==> config.mk <==
export PLATFORM = sky130hd
export DESIGN_NAME = issue_queue
export DESIGN_NICKNAME = d
export VERILOG_FILES = /design/src/rtl/issue_queue.sv
export SDC_FILE = /design/constraint.sdc
export NUM_CORES = 1
export LEC_CHECK = 0
export BUFFER_PORTS_ARGS = -buffer_cell sky130_fd_sc_hd__buf_2
export CORE_ASPECT_RATIO = 0.75
export CORE_MARGIN = 1
export CORE_UTILIZATION = 28
export DETAILED_ROUTE_END_ITERATION = 8
export PLACE_DENSITY = 0.43
export SLEW_MARGIN = 15
export SYNTH_ARGS = -nofsm -noshare
export SYNTH_HDL_FRONTEND = slang
export SYNTH_SLANG_ARGS = --single-unit
==> constraint.sdc <==
create_clock -name clk -period 22 [get_ports clk]
set_input_delay 3.3 -clock clk [delete_from_list [all_inputs] [get_ports clk]]
set_output_delay 3.3 -clock clk [all_outputs]
set_load 0.02 [all_outputs]
==> src/rtl/issue_queue.sv <==
// In-order issue queue between ID and IS: a circular FIFO of decoded micro-ops.
// A branch-taken or hazard flush (kill) discards every buffered wrong-path entry.
module issue_queue #(
  parameter int DATA_WD = 212,
  parameter int DEPTH   = 8,
  parameter int PTR_WD  = 3,
  parameter int BR_BUS  = 33
) (
  input  logic               clk,
  input  logic               reset,
  input  logic [BR_BUS-1:0]  br_bus,
  input  logic               ds_flush,
  input  logic               ds_stall,
  input  logic               ds_to_is_valid,
  input  logic [DATA_WD-1:0] ds_to_is_bus,
  output logic               IQ_allowin,
  input  logic               is_allowin,
  output logic               iq_to_is_valid,
  output logic [DATA_WD-1:0] iq_to_is_bus,
  output logic [PTR_WD:0]    iq_count
);

  localparam logic [PTR_WD:0] FULL_CNT = (PTR_WD + 1)'(DEPTH);

  logic [DATA_WD-1:0] mem [DEPTH];
  logic [PTR_WD-1:0]  rd_ptr;
  logic [PTR_WD-1:0]  wr_ptr;
  logic [PTR_WD:0]    count;

  logic kill;
  logic enq;
  logic deq;

  // Only the taken bit of the branch bus matters here; the target is IF's concern.
  logic unused_br_target;
  assign unused_br_target = ^br_bus[BR_BUS-2:0];

  assign kill           = ds_flush | br_bus[BR_BUS-1];
  // Full/empty come from registered count only, so no is_allowin -> IQ_allowin path.
  assign IQ_allowin     = (count != FULL_CNT);
  assign iq_to_is_valid = (count != '0);
  assign enq            = ds_to_is_valid & IQ_allowin & ~ds_stall & ~kill;
  assign deq            = iq_to_is_valid & is_allowin & ~kill;

  assign iq_to_is_bus   = iq_to_is_valid ? mem[rd_ptr] : '0;
  assign iq_count       = count;

  // NOTE: the payload array has no reset; validity is tracked by count alone,
  // so clearing the entries would only add reset fan-out for no behavioural gain.
  always_ff @(posedge clk) begin
    if (enq) begin
      mem[wr_ptr] <= ds_to_is_bus;
    end
  end

  // NOTE: sequential state uses non-blocking assignments so every register
  // samples pre-edge values regardless of statement order.
  always_ff @(posedge clk) begin
    if (reset || kill) begin
      rd_ptr <= '0;
      wr_ptr <= '0;
      count  <= '0;
    end else begin
      if (enq) wr_ptr <= wr_ptr + PTR_WD'(1);
      if (deq) rd_ptr <= rd_ptr + PTR_WD'(1);
      unique case ({enq, deq})
        2'b10:   count <= count + (PTR_WD + 1)'(1);
        2'b01:   count <= count - (PTR_WD + 1)'(1);
        default: count <= count;
      endcase
    end
  end

endmodule

# Yosys cells after proc, flatten, opt, wreduce, memory -nomap -nowiden
# Memory sizes are Yosys's and may differ from the RTL's. A register that Yosys moved wholly into a read port is not among the register bits.
# Index checks and enable logic that the tools add are counted.
# word_totals
out_inout_bits	218
reg_bits	10
memories	1
ram_bits	1696
input_bits	251
# memory_table
memory	words	width	read_ports	rd_ports_with_merged_regs	wr	line_no	rtl
mem	8	212	1	1	1	25	logic [DATA_WD-1:0] mem [DEPTH];
# op_classes
n_reduce_logical	3
n_mux	6
n_eq_ne	3
bitwise	8
add_sub_neg	4
# op_table
op	n
$mux W212	1
$pmux W4 S2	1
$add A3 B1 Y3 const B	2
$mux W3	2
$and A1 B1 Y1	5
$add A4 B1 Y4 const B	1
$ne A4 B4 Y1 const B	1
$reduce_bool A4 Y1	1
$sub A4 B1 Y4 const B	1
$eq A2 B1 Y1 const B	1
$eq A2 B2 Y1 const B	1
$mux W1	2
$not A1 Y1	2
$reduce_bool A2 Y1	1
$logic_or A1 B1 Y1	1
$or A1 B1 Y1	1

# Depth between registers and ports, before layout
# logic_depth
word_depth	6
ltp_mapped	12
mapped_depth_nobuf	11

# Worst setup path after synthesis
# No wires, ideal clock.
# synth_timing
kind	input port to flip-flop
startpoint	input ds_to_is_valid
endpoint	memory mem[0][0], enable pin
t_arrival_ps	18258
required_time_ps	20955
slack_ps	2698
setup_ps	1045
cell_stages	4
cell_sequence	nor2b_1 > nand3_2 > or2_2 > nor3_1
# synth_via
elab_chain_len	5
# synth_lines
element	line_no	rtl
from (decl)	14	input logic ds_to_is_valid,
$and A1 B1 Y1 (3 in a row)	42	assign enq = ds_to_is_valid & IQ_allowin & ~ds_stall & ~kill;
$mux W1	51	if (enq) begin
$mux W1 (implied by the code)	52	mem[wr_ptr] <= ds_to_is_bus;
to (decl)	25	
# No other way between the ends.

==> results.md <==
- Status: finished clean
- Setup slack at placement: 13.11 ns
- Number of hold violations in the final report: 0
- Synth warn: 0
- Remaining antenna violation count after routing: 0
- Most numerous cell types in the synthesized netlist: sky130_fd_sc_hd__edfxtp_1 (1696), sky130_fd_sc_hd__mux4_2 (424), sky130_fd_sc_hd__nor2_1 (227), sky130_fd_sc_hd__mux2i_1 (214), sky130_fd_sc_hd__buf_2 (77)
- Final clock skew: 0.0267 ns
- Clock sink count: 1709
- Vias per std cell: 4.50
- Adder-Cell Fraction of Synth Area: 0.000962
- Top cell type by total area after synthesis: sky130_fd_sc_hd__edfxtp_1
- Final worst path period share: 0.426
- Headroom to the max-slew limit: 0.332
- Flip-flop and latch count after synthesis: 1709
- Static leakage: 23.5 nW
- Placed wire-length estimate: 83800 um
- Fraction of final layout cells with drive strength greater than 1: 0.344
- Post-synthesis xor/xnor area fraction: 0.000808
- Number of design rule violations left after detail routing: 0
- Number of cell rows: 152
- Final critical-path required period: 9.36 ns
- Arrival time at the worst endpoint: 6.06 ns
- Clock latency at the later pin of the worst-skew pair: 0.80 ns
- CTS tree: done
- Total number of vias: 29.4k
- Series of cell instances along the critical path: buf_4, buf_4, buf_4, buf_4, mux4_2, mux2i_1, nor2_1, buf_2
- Total of fill cells in the finished design: 21.8k
- Post-CTS setup buffer count: 0
- Critical hold path startpoint: rd_ptr[1]
- Max H-tree Level: 4
- Clk root buf: sky130_fd_sc_hd__clkbuf_16
- Cell class contributing the biggest share of worst-path delay: buffers and inverters
- Unrepaired setup endpoints after global routing: false
- Mux contribution to synthesized area: 0.180
- Critical setup path kind: reg2out
- P&R area growth vs syn: 17.6%
- Setup Viol. Count Final: 0
- Maximum clock frequency: 107 MHz
- Overall overflow remaining after global route: 0
- Register area share after synthesis: 0.787
- Main combinational cell family by area after synthesis: multiplexers
- Horizontal die dimension: 558 um
- Crit-path max cell delay: 0.93 ns
- Count of port buffers added during placement: 436
- Register-to-register setup slack: 17.21 ns
- Wirelength, routed: 157000 um
- Worst Setup Start Kind: register
- Max clock buf depth: 4
- Most common cell in the synthesized netlist: sky130_fd_sc_hd__edfxtp_1
- Post-CTS Hold Buffers: 0
- DR iter-0 viols: 1981
- RePlAce Congestion: 0.666
- Slew at the pin closest to its max-slew limit: 1.00 ns
- Post-Layout Inst Area: 76500 um2
- Total power of the final layout: 6.66 mW
- Maximum capacitance violations: 0
- Largest cells by area after synthesis: sky130_fd_sc_hd__edfxtp_1 (78%), sky130_fd_sc_hd__mux4_2 (15%), sky130_fd_sc_hd__mux2i_1 (3.3%)
- Largest net degree at the start of global routing: 119
- Class of the most critical hold timing path: reg2reg
- Highest fanout seen on the critical path: 41
- Instance count along the most critical hold path: 2
- Dpl cells: 6204
- DIE AREA: 234000 um2
- Final worst-path setup slack: 12.64 ns
- First-pass GRT wire length: 227000 um
- Dpl cell area: 70700 um2
- Required time worst endpoint: 18.70 ns
- CTS resizes: 0
- Share of the synthesized area in compound gates (AO/OA/AOI/OAI): 0.000770
- Netlist cell types: 32
- CTS buffer count: 183
- DRT Pass-1 Iters: 5
- Post-Synthesis Mean Instance Area: 23.5 um2
- Critical R2R Capture: mem[3][126]
- Final std cells w/o fill: 6541
- Antenna violations before repair: 45
- Pwr/cell area: 87.1 nW/um2
- Simple-gate share of the synthesized area: 0.0158
- # nets final: 3565
- Dominant register cell in the synthesized netlist: sky130_fd_sc_hd__edfxtp_1
- Stages on worst setup path: 8
- Type of element capturing the critical path: output pin
- Synth Net Count: 3021
- Placeable Area: 230000 um2
- Die Span Y: 419 um
- Most used cell, CP: sky130_fd_sc_hd__buf_4
- Average wire per standard cell: 24.1 um
- Number of standard cells after synthesis: 2765
- Final count of pins violating max slew: 0
- Number of enable flip-flop cells after synthesis: 1696
- Worst Path Buf+Inv: 5
- Sum of negative setup slack: 0 ns
- Worst IR drop on VDD: 0.0589 mV
- Worst reg2reg startpoint: iq_count[0]
- Share of the synthesized area in the top cell type: 0.783
- Clock-pin slew on the worst setup and hold paths: 0.06 ns
- Io pins: 469
- Worst Reg-to-Reg Cells: 6
- Post-Syn Area: 65000 um2
- Post-synthesis async set-or-reset flop share: 0
- Via count of the first global-routing pass: 31.3k
- CP max stage cell: sky130_fd_sc_hd__dfxtp_4
- Starting Density: 0.283
- Global-route usage over all layers: 0.133
how the worst max path moves through the flow:
stage / start / end / slack, ns
2_1_floorplan: ds_to_is_valid / mem[0][0] / 2.70
3_3_place_gp: register / iq_to_is_bus[152] / 13.14
3_5_place_dp: register / iq_to_is_bus[158] / 13.11
4_1_cts: register / iq_to_is_bus[158] / 12.19
5_1_grt: register / iq_to_is_bus[161] / 11.87
6_report: register / iq_to_is_bus[161] / 12.64
per-layer routing:
layer,wire length (um),vias to the layer above,track usage
li1,-,12700,-
met1,69900,15800,0.179
met2,77000,573,0.219
met3,7170,264,0.0279
met4,3130,30,0.0344
met5,185,-,0
cells by family (layout without fill, tap and decap cells):
logic type      Yosys count  after routing
compound gates            8              8
xor+xnor                  6              6
fa+ha+maj                 5              5
buf+inv                 145            834
flops                  1709           1709
mux                     638            638
other cells               0              7
simple gates            254            254
state kept, by name, summed over array words and instances, names as in the netlist, named ones only:
name      flops
mem        1696
iq_count      4
rd_ptr        3
wr_ptr        3
power breakdown:
| part | switching (mW) | leakage [nW] | total (mW) | internal (mW) |
|---|---|---|---|---|
| clock | 1.27 | 2.78 | 2.99 | 1.72 |
| sequential | 0.00161 | 15.4 | 3.59 | 3.58 |
| combinational | 0.0572 | 5.38 | 0.0822 | 0.0250 |
layout make-up:
type	count	area, um2	area share
timing repair buffer	503	2750	0.0359
clock buffer	219	4730	0.0619
antenna	7	17.5	0.000229
multi-input combinational	911	12900	0.169
tap	3080	3850	0.0504
clock inverter	111	998	0.0131
sequential	1709	51200	0.669
inverter	1	3.75	0.0000491
worst register-to-register path: stages, from the launching register on:
cell	delay, ns
sky130_fd_sc_hd__dfxtp_1	0.55
sky130_fd_sc_hd__or4b_4	0.24
sky130_fd_sc_hd__nand4_1	0.37
sky130_fd_sc_hd__nor2_4	0.91
sky130_fd_sc_hd__buf_4	0.84
sky130_fd_sc_hd__buf_4	0.68
sky130_fd_sc_hd__buf_4	0.78
cell usage in the layout, fill, tap and decap left out, types with 26 or more instances in the layout:
cell type                   Yosys  layout
sky130_fd_sc_hd__clkinv_1       0      50
sky130_fd_sc_hd__clkinv_2       0      26
sky130_fd_sc_hd__clkbuf_16      0     183
sky130_fd_sc_hd__mux4_2       424     424
sky130_fd_sc_hd__buf_4          1      62
sky130_fd_sc_hd__buf_2         77     436
sky130_fd_sc_hd__mux2i_1      214     214
sky130_fd_sc_hd__nor2_1       227     221
sky130_fd_sc_hd__clkbuf_1      23      34
sky130_fd_sc_hd__edfxtp_1    1696    1696
through the flow:
| stage | hold slack [ns] | utilization |
|---|---|---|
| after floorplan | 0.454 | - |
| after global placement | 0.464 | 0.308 |
| after detailed placement | 0.476 | 0.308 |
| after CTS | 0.486 | 0.333 |
| after global routing | 0.518 | 0.333 |
| final | 0.484 | 0.333 |
Note: power is estimated with default switching activity, not from simulation.
